File: src/rtl/program_loader.sv
// Program loader: assembles little-endian bytes from a serial receiver into
// instruction words, writes them to instruction memory, then releases the core.
module program_loader #(
  parameter int                            INSTRUCTION_LENGTH = 32,
  parameter int                            PC_LENGTH          = 32,
  parameter int                            MAX_WORDS          = 64,
  parameter logic [INSTRUCTION_LENGTH-1:0] HALT_WORD          = 32'hFFFFFFFF
) (
  input  logic                          clk,
  input  logic                          reset,
  input  logic                          load_start,
  input  logic                          rx_valid,
  input  logic [7:0]                    rx_data,
  output logic                          wr_memory_instruction_enable,
  output logic [INSTRUCTION_LENGTH-1:0] instruction_to_write,
  output logic [PC_LENGTH-1:0]          address_to_write,
  output logic                          mips_enable,
  output logic                          loader_busy,
  output logic                          load_error
);

  // state | meaning: IDLE wait load_start | LOAD assemble/write | RUN core owns memory | ERROR overflow
  typedef enum logic [1:0] {S_IDLE, S_LOAD, S_RUN, S_ERROR} state_t;

  localparam int                   IDX_W     = $clog2(MAX_WORDS) + 1;
  localparam logic [PC_LENGTH-1:0] LAST_ADDR = PC_LENGTH'((MAX_WORDS - 1) * 4);

  state_t                          state, state_d;
  logic [1:0]                      byte_cnt, byte_cnt_d;
  logic [IDX_W-1:0]                word_idx, word_idx_d;
  logic [INSTRUCTION_LENGTH-1:0]   assembly_q, assembly_d;
  logic                            wr_d;
  logic [INSTRUCTION_LENGTH-1:0]   instr_d;
  logic [PC_LENGTH-1:0]            addr_d;

  always_ff @(posedge clk or negedge reset) begin
    if (!reset) begin
      state                        <= S_IDLE;
      byte_cnt                     <= '0;
      word_idx                     <= '0;
      assembly_q                   <= '0;
      wr_memory_instruction_enable <= 1'b0;
      instruction_to_write         <= '0;
      address_to_write             <= '0;
      mips_enable                  <= 1'b0;
      loader_busy                  <= 1'b0;
      load_error                   <= 1'b0;
    end else begin
      state                        <= state_d;
      byte_cnt                     <= byte_cnt_d;
      word_idx                     <= word_idx_d;
      assembly_q                   <= assembly_d;
      wr_memory_instruction_enable <= wr_d;
      instruction_to_write         <= instr_d;
      address_to_write             <= addr_d;
      mips_enable                  <= (state_d == S_RUN);
      loader_busy                  <= (state_d == S_LOAD);
      load_error                   <= (state_d == S_ERROR);
    end
  end

  always_comb begin
    state_d    = state;
    byte_cnt_d = byte_cnt;
    word_idx_d = word_idx;
    assembly_d = assembly_q;
    wr_d       = 1'b0;
    instr_d    = instruction_to_write;
    addr_d     = address_to_write;

    case (state)
      S_IDLE, S_ERROR: begin
        if (load_start) begin
          state_d    = S_LOAD;
          byte_cnt_d = '0;
          word_idx_d = '0;
          assembly_d = '0;
        end
      end

      S_LOAD: begin
        if (rx_valid) begin
          assembly_d[{byte_cnt, 3'b000} +: 8] = rx_data;
          byte_cnt_d = byte_cnt + 2'd1;
          if (byte_cnt == 2'd3) begin
            wr_d       = 1'b1;
            instr_d    = assembly_d;
            addr_d     = PC_LENGTH'(word_idx) << 2;
            word_idx_d = word_idx + IDX_W'(1);
          end
        end
        // Leave LOAD only once the strobe for the deciding word has been seen.
        if (wr_memory_instruction_enable) begin
          if (instruction_to_write == HALT_WORD)
            state_d = S_RUN;
          else if (address_to_write == LAST_ADDR)
            state_d = S_ERROR;
        end
      end

      S_RUN: ;

      default: state_d = S_IDLE;
    endcase
  end

endmodule

File: config.mk
export PLATFORM = sky130hd
export DESIGN_NAME = program_loader
export DESIGN_NICKNAME = d
export VERILOG_FILES = /design/src/rtl/program_loader.sv
export SDC_FILE = /design/constraint.sdc
export NUM_CORES = 1
export LEC_CHECK = 0
export CORE_ASPECT_RATIO = 1.2
export CORE_MARGIN = 3
export CORE_UTILIZATION = 52
export CTS_CLUSTER_SIZE = 14
export DETAILED_ROUTE_END_ITERATION = 10
export GPL_ROUTABILITY_DRIVEN = 0
export MAX_ROUTING_LAYER = met4
export PLACE_DENSITY = 0.8
export SKIP_LAST_GASP = 1
export SYNTH_ARGS = -nofsm -noshare
export SYNTH_HDL_FRONTEND = slang
export SYNTH_SLANG_ARGS = --single-unit
File: constraint.sdc
create_clock -name clk -period 2.53 [get_ports clk]
set_clock_uncertainty 0.15 [all_clocks]
set_input_delay 0.759 -clock clk [delete_from_list [all_inputs] [get_ports clk]]
set_output_delay 0.759 -clock clk [all_outputs]
set_load 0.05 [all_outputs]
# Word level (Yosys, flattened, before mapping)
# Index checks and enable logic that the tools add are counted.
# W data, S select, Z words.
[totals] regBits=86 input_bits=12 out_inout_bits=68
[op_classes] add_sub_neg=3 n_eq_ne=11 shift=2 mux=19 n_reduce_logical=6
[op_table] cell="$mux W32" n=2
[op_table] cell="$pmux W32 S2" n=1
[op_table] cell="$bwmux W32" n=1
[op_table] cell="$eq A32 B32 Y1 const B" n=1
[op_table] cell="$shift A8 B7 Y32 const A" n=1
[op_table] cell="$shiftx A8 B7 Y32" n=1
[op_table] cell="$mux W7" n=3
[op_table] cell="$pmux W7 S2" n=1
[op_table] cell="$mux W2" n=6
[op_table] cell="$eq A2 B2 Y1 const B" n=4
[op_table] cell="$pmux W2 S2" n=2
[op_table] cell="$add A7 B1 Y7 const B" n=1
[op_table] cell="$eq A7 B6 Y1 const B" n=1
[op_table] cell="$neg A5 Y7" n=1
[op_table] cell="$ne A2 B2 Y1 const B" n=3
[op_table] cell="$reduce_and A3 Y1" n=2
[op_table] cell="$eq A2 B1 Y1 const B" n=2
[op_table] cell="$reduce_and A4 Y1" n=1
[op_table] cell="$mux W1" n=3
[op_table] cell="$add A2 B1 Y2 const B" n=1
[op_table] cell="$logic_not A2 Y1" n=1
[op_table] cell="$reduce_bool A2 Y1" n=1
[op_table] cell="$reduce_or A2 Y1" n=1

# Logic depth before layout (Yosys ltp)
# Gate-level depths: netlist of run 1.
[logic_depth] word_depth=6 mapped_depth=8

# Least setup slack after synthesis of run 1
# No wires, ideal clock.
[synth_path] kind="reg2reg" startpoint="register byte_cnt[0]" endpoint="register assembly_q[0]" setup_time_ps=121 t_arrival_ps=1936 t_required_ps=2259 path_slack_ps=323 path_stages_with_launch=9 path_buffers=2 synth_period_minus_slack_ps=2207 cell_sequence="dfrtp_1 -> inv_2 -> ha_1 -> inv_1 -> and4_2 -> buf_2 -> and3_1 -> buf_2 -> a22o_1"
[synth_between] elab_chain_len=5 elab_cells_between_ends=6 cone_classes="add/sub: 1; shift: 2; mux: 3"
[synth_lines] element="from (decl)" line="29" rtl="logic [1:0] byte_cnt, byte_cnt_d;"
[synth_lines] element="from (signal assigned)" line="50" rtl="byte_cnt <= byte_cnt_d;"
[synth_lines] element="$neg A5 Y7 (*)" line="83" rtl="assembly_d[{byte_cnt, 3'b000} +: 8] = rx_data;"
[synth_lines] element="$shiftx A8 B7 Y32 or $shift A8 B7 Y32 (tied branches)" line="83"
[synth_lines] element="$bwmux W32 (*)" line="83"
[synth_lines] element="$mux W32 (*)" line="82" rtl="if (rx_valid) begin"
[synth_lines] element="$pmux W32 S2 (*)" line="71" rtl="case (state)"
[synth_lines] element="to (signal assigned)" line="52" rtl="assembly_q <= assembly_d;"
[synth_lines] element="to (decl)" line="31" rtl="logic [INSTRUCTION_LENGTH-1:0] assembly_q, assembly_d;"
# Mark *: on every way between the ends. The rest lies on a longest branch, timed or not. The select of a mux whose other input is x is not followed.
# A chain may end at the register's enable or synchronous reset.

# Worst setup path in the final report of run 1
[layout_path] startpoint="register instruction_to_write[15]" endpoint="output instruction_to_write[15]"
[layout_lines] element="from (decl)" line="15" rtl="output logic [INSTRUCTION_LENGTH-1:0] instruction_to_write,"
[layout_lines] element="from (signal assigned)" line="54" rtl="instruction_to_write <= instr_d;"
# No word-level cell between the ends.

==> run summary, run 1 <==
Worst Path Buf+Inv - 1
Fin crit share - 0.9832
Tot GR Track Use - 0.2219
Arrival @ worst endpoint - 1.58 ns
Endpoints failing setup - 0
Cell area after synthesis - 4121 um2
Required @ worst endpoint - 1.62 ns
Die H - 103.5 um
Mapped Avg Cell Area - 10.36 um2
Register-to-Register Path Depth - 8
Die X - 87.27 um
Count leader, synth - dfrtp_1
First-pass GRT wire length - 15410 um
Endpoints failing hold - 0
Synth Instances - 398
GRT busiest layer - met2
Critical-path cell list - clkdlybuf4s50_1
Num Clock Sinks - 86
Remaining DRCs - 0
Drt pass-1 iters - 4
Max-slew violation count - 0
Die area - 9035 um2
DP HPWL - 6796 um
Proportion of power drawn by combinational gates - 0.431
Routed WL - 9552 um
Ys Warns - 0
LEAKAGE - 2.313 nW
Fmax - 402.0 MHz
Power, Total - 5.262 mW
Total grt overflow - 0
CP delay by family, top - buffers and inverters
Root buf cell - clkbuf_8
Sequential share of the synthesized area - 0.5222
Top cells by area, synth - dfrtp_1, a22o_1, nor2b_1
Hold_ws - 0.1778 ns
Sw Share - 0.4249
Total number of vias - 3087
Crit start category - flop
Final ANT Viol Nets - 0
VDD IR max - 0.0007107 V
Synth async-reset ratio - 1.000
Crit Reg-Reg Endpoint - word_idx[6]
H-tree levels - 3
Vias per inst - 5.552
Crit Path Category - flop to output pin
Post-synth EDFFs - 0
CTS tree - done
CP Max Fanout - 3
M2 GR Usage - 0.3594
Number of synthesized register bits - 86
IO Port Bufs - 54
PD cells - 1056 nW/um2
Site row count - 34
Initial core utilization - 0.5505
Prevailing post-synth register cell - dfrtp_1
Worst slew pin tran - 0.5286 ns
RSZ-0062 raised after global routing - false
Reg power frac - 0.367
Diode count - 0
Clk pwr share - 0.202
Drt wl/cell - 17.18 um
Post-CTS Setup Repair Bufs - 0
Clk slew on worst S/H paths - 0.09 ns
Synth top cells by count - dfrtp_1, nand2_1, a21oi_1
Global Route met1 Usage - 0.2856
Area Growth Syn to Fin - 20.92%
CP Capture Type - output pin
Largest net degree at the start of global routing - 42
Worst-skew pair later-pin latency - 0.35 ns
P_int - 3.026 mW
Total CTS buffers - 9
Psw - 2.236 mW
Total of max-cap violations - 0
Clock Path Buffers - 2
Min-delay worst type - primary input to asynchronous set/reset pin
Worst path max stage delay - 0.84 ns
Post-synth top area share - 0.5222
Met3 usage - 0.04845
Share of cells above drive strength 1 - 0.1309
Antenna violations before repair - 0
Final nets - 482
Post-synthesis cell type count - 40
Number of global-route vias before repair - 3031
R2r startpoint - state[0]
Clock period minus worst slack - 2.487 ns
Worst path slowest cell - clkdlybuf4s50_1
Reg2reg setup slack - 0.25 ns
Ports - 80
Worst slew margin - 0.6470
Total core area - 7487 um2
Area leader, netlist - dfrtp_1
Status - finished clean
DRT iter0 DRCs - 188
power by group through the flow:
stage	clock (mW)	sequential, mW	combinational [mW]
after floorplan	0	2.57	0.885
after global placement	0	1.94	2.22
after detailed placement	0	1.96	2.27
after CTS	1.08	1.93	2.28
after global routing	1.13	1.97	2.42
final	1.06	1.93	2.27
sequential cells by signal, indices dropped and copies added (netlist names):
name,count
word_idx,7
load_error,1
loader_busy,1
byte_cnt,2
assembly_q,32
state,2
mips_enable,1
wr_memory_instruction_enable,1
address_to_write,7
instruction_to_write,32
area by class of cell:
class | instances | area (um2)
Clock inverter | 3 | 67.56
Fill cell | 571 | 2504
Timing Repair Buffer | 74 | 720.7
Inverter | 9 | 33.78
Sequential cell | 86 | 2152
Multi-Input combinational cell | 281 | 1748
Tap cell | 90 | 112.6
Clock buffer | 13 | 148.9
cells by family (layout without fill, tap and decap cells):
logic type               count (synthesis)  after routing  synth area share
other                                    1             25         0.0009099
adder cells (fa/ha/maj)                  9              9           0.02732
XOR/XNOR                                 5              5           0.01062
multiplexers                             9              9           0.02398
buffers and inverters                   55             99           0.07680
AND/OR/NAND/NOR                        119            119            0.1588
AO/OA/AOI/OAI                          114            114            0.1794
flip-flops                              86             86            0.5222
worst max path at each step:
stage / slack [ns] / end / startpoint / depth (start not counted)
floorplan: 0.32 / assembly_q[0] / byte_cnt[0] / 8
global placement: -0.13 / word_idx[6] / load_start / 7
detailed placement: -0.15 / word_idx[6] / load_start / 7
CTS: 0.02 / instruction_to_write[13] / instruction_to_write[13] / 1
global route: 0.001 / instruction_to_write[10] / instruction_to_write[10] / 1
finish: 0.04 / instruction_to_write[15] / instruction_to_write[15] / 1
per-stage QoR:
step                      setup WS, ns  instances  area (um2)  utilization  setup TNS [ns]
after floorplan                 0.3233        422        4212            -               0
after global placement         -0.1278        540        4760       0.6357          -1.158
after detailed placement       -0.1495        540        4760       0.6357          -2.748
after CTS                      0.02017        556        4976       0.6646               0
after global routing          0.001225        556        4984       0.6656               0
final                          0.04263        556        4984       0.6656               0
cells in the final DEF, fill, tap and decap left out, drive strengths merged, types with 3 or more instances in the layout:
| cell type | n |
|---|---|
| xor2 | 4 |
| ha | 9 |
| nand4 | 10 |
| nand3 | 5 |
| inv | 9 |
| o21ai | 39 |
| a21oi | 36 |
| nor2b | 34 |
| nand2 | 39 |
| a22o | 33 |
| clkbuf | 13 |
| clkdlybuf4s50 | 50 |
| buf | 21 |
| mux2 | 7 |
| and3 | 6 |
| dfrtp | 86 |
| dlymetal6s2s | 3 |
| conb | 25 |
| nor2 | 14 |
routing by layer:
layer	wire length, um	vias up
met5	0	-
met4	170	0
met3	463	17
li1	-	1466
met2	4749	99
met1	4169	1505
repair_timing:
action | CTS | global route
endpoints found under the setup margin | 0 | 3
resized for setup | 0 | 3
hold buffers | 0 | 0
hold endpoints to repair | 0 | 0
No activity file was read; power rests on OpenSTA's default activity.
==> run 2: changes to the inputs <==
CORE_MARGIN = unset   (was 3)
==> run summary, run 2 (synthesized netlist as in run 1, its figures left out) <==
Crit Reg-Reg Endpoint - assembly_q[27]
Total core area - 7664 um2 (+2.4%)
PD cells - 1033 nW/um2 (-2.2%)
DP HPWL - 6670 um (-1.9%)
Initial core utilization - 0.5378 (-0.01267)
H-tree levels - 3 (unchanged)
Worst-skew pair later-pin latency - 0.36 ns (about the same)
Most common cell after layout, fill and taps aside - dfrtp_1
Psw - 2.255 mW (+0.87%)
IO Port Bufs - 54 (unchanged)
Tot GR Track Use - 0.2433 (+0.02138)
Clk slew on worst S/H paths - 0.09 ns (about the same)
Critical path launch point - instruction_to_write[8]
Proportion of power drawn by combinational gates - 0.437 (+0.006)
Worst slew margin - 0.6535 (+0.006449)
Drt pass-1 iters - 4 (unchanged)
Die H - 99.53 um (-3.9%)
Total of max-cap violations - 0 (unchanged)
Max-slew violation count - 0 (unchanged)
Min-delay worst type - primary input to asynchronous set/reset pin
Dpl ws - -0.08728 ns (+0.06220 ns)
Site row count - 35 (+2.9%)
First-pass GRT wire length - 15170 um (-1.6%)
Register-to-Register Path Depth - 7 (-1)
Die area - 8287 um2 (-8.3%)
Clk pwr share - 0.187 (-0.015)
Worst path slowest cell - clkdlybuf4s50_1
Clock period minus worst slack - 2.487 ns (-0.0004358 ns)
RSZ-0062 raised after global routing - false
Area Growth Syn to Fin - 20.95% (about the same)
Status - finished clean
Final nets - 483 (+0.21%)
Largest net degree at the start of global routing - 66 (+57%)
Reg2reg setup slack - 0.30 ns (+0.05 ns)
Worst Setup EP - instruction_to_write[8]
Required @ worst endpoint - 1.62 ns (about the same)
Arrival @ worst endpoint - 1.58 ns (about the same)
Commonest non-fill, non-tap cells in the layout - dfrtp_1, clkdlybuf4s50_1, nand2_1
Sw Share - 0.4380 (+0.01315)
DRT iter0 DRCs - 209 (+11%)
Worst slew pin tran - 0.5181 ns (-0.01043 ns)
Final ANT Viol Nets - 0 (unchanged)
Antenna violations before repair - 0 (unchanged)
CTS tree - done
Final setup TNS - 0 ns (unchanged)
Fillers - 597 (+4.6%)
CP delay by family, top - buffers and inverters
Critical-path cell list - clkdlybuf4s50_1
Share of cells above drive strength 1 - 0.1392 (+0.008285)
Largest regs - assembly_q: 32 flops, instruction_to_write: 32 flops
Worst path max stage delay - 0.82 ns (-0.02 ns)
VDD IR max - 0.0009242 V (+30%)
P_int - 2.893 mW (-4.4%)
Die X - 83.27 um (-4.6%)
Total CTS buffers - 9 (unchanged)
CP Max Fanout - 3 (unchanged)
Worst path depth - 1 (unchanged)
Endpoints failing hold - 0 (unchanged)
Routed WL - 9211 um (-3.6%)
CP Capture Type - output pin
Vias per inst - 5.501 (-0.92%)
Total number of vias - 3075 (-0.39%)
Number of global-route vias before repair - 2996 (-1.2%)
Worst Path Buf+Inv - 1 (unchanged)
Fmax - 402.1 MHz (about the same)
Crit Path Category - flop to output pin
Fin crit share - 0.9830 (about the same)
Power, Total - 5.149 mW (-2.2%)
Crit start category - flop
Drt wl/cell - 16.48 um (-4.1%)
LEAKAGE - 2.375 nW (+2.7%)
Total grt overflow - 0 (unchanged)
PnR worst setup slack - 0.04306 ns (+0.0004358 ns)
Ports - 80 (unchanged)
R2r startpoint - state[0]
Endpoints failing setup - 0 (unchanged)
Clock Path Buffers - 2 (unchanged)
Remaining DRCs - 0 (unchanged)
Root buf cell - clkbuf_8
Num Clock Sinks - 86 (unchanged)
Diode count - 0 (unchanged)
Reg power frac - 0.375 (+0.008)
Post-CTS Setup Repair Bufs - 0 (unchanged)
run 2: worst min-delay path by stage:
stage	slack [ns]	endpoint	from
after global placement	0.33	assembly_q[22]	assembly_q[22]
after global routing	0.14	address_to_write[7]	reset
after CTS	0.14	address_to_write[8]	reset
after detailed placement	0.33	assembly_q[21]	assembly_q[21]
final	0.15	address_to_write[2]	reset
after floorplan	0.31	address_to_write[2]	reset
run 2: layout make-up:
| cell class | instances | area [um2] | area share |
|---|---|---|---|
| Clock buffer | 9 | 123.9 | 0.02485 |
| Clock inverter | 7 | 73.82 | 0.01481 |
| Inverter | 9 | 33.78 | 0.006777 |
| Multi-Input combinational cell | 281 | 1748 | 0.3507 |
| Sequential cell | 86 | 2152 | 0.4317 |
| Tap cell | 92 | 115.1 | 0.02309 |
| Timing Repair Buffer | 75 | 738.2 | 0.1481 |
run 2: metal layers:
layer | routed length, um | track usage | vias up
met2 | 4717 | 0.3979 | 95
met3 | 424 | 0.04232 | 12
li1 | - | - | 1467
met1 | 3922 | 0.3018 | 1501
met4 | 146 | 0.09814 | 0
met5 | 0 | - | -
run 2: power groups by stage:
stage	clock network [mW]	registers, mW	logic, mW
6_report	0.965	1.93	2.25
4_1_cts	0.982	1.93	2.26
2_1_floorplan	0	2.57	0.885
3_5_place_dp	0	1.96	2.25
5_1_grt	1.05	1.98	2.40
3_3_place_gp	0	1.94	2.21
run 2: what timing repair did:
item                                    in CTS  in global routing
endpoints found under the setup margin       0                  7
hold buffers                                 0                  0
gates resized for setup                      0                  7
run 2: per-stage QoR:
stage                     area [um2]  std cells  hold WS, ns  utilization
after floorplan                 4212        422       0.3082            -
after global placement          4770        543       0.3256       0.6224
after detailed placement        4770        543       0.3256       0.6224
after CTS                       4967        559       0.1409       0.6482
after global routing            4985        559       0.1440       0.6504
final                           4985        559       0.1503       0.6504
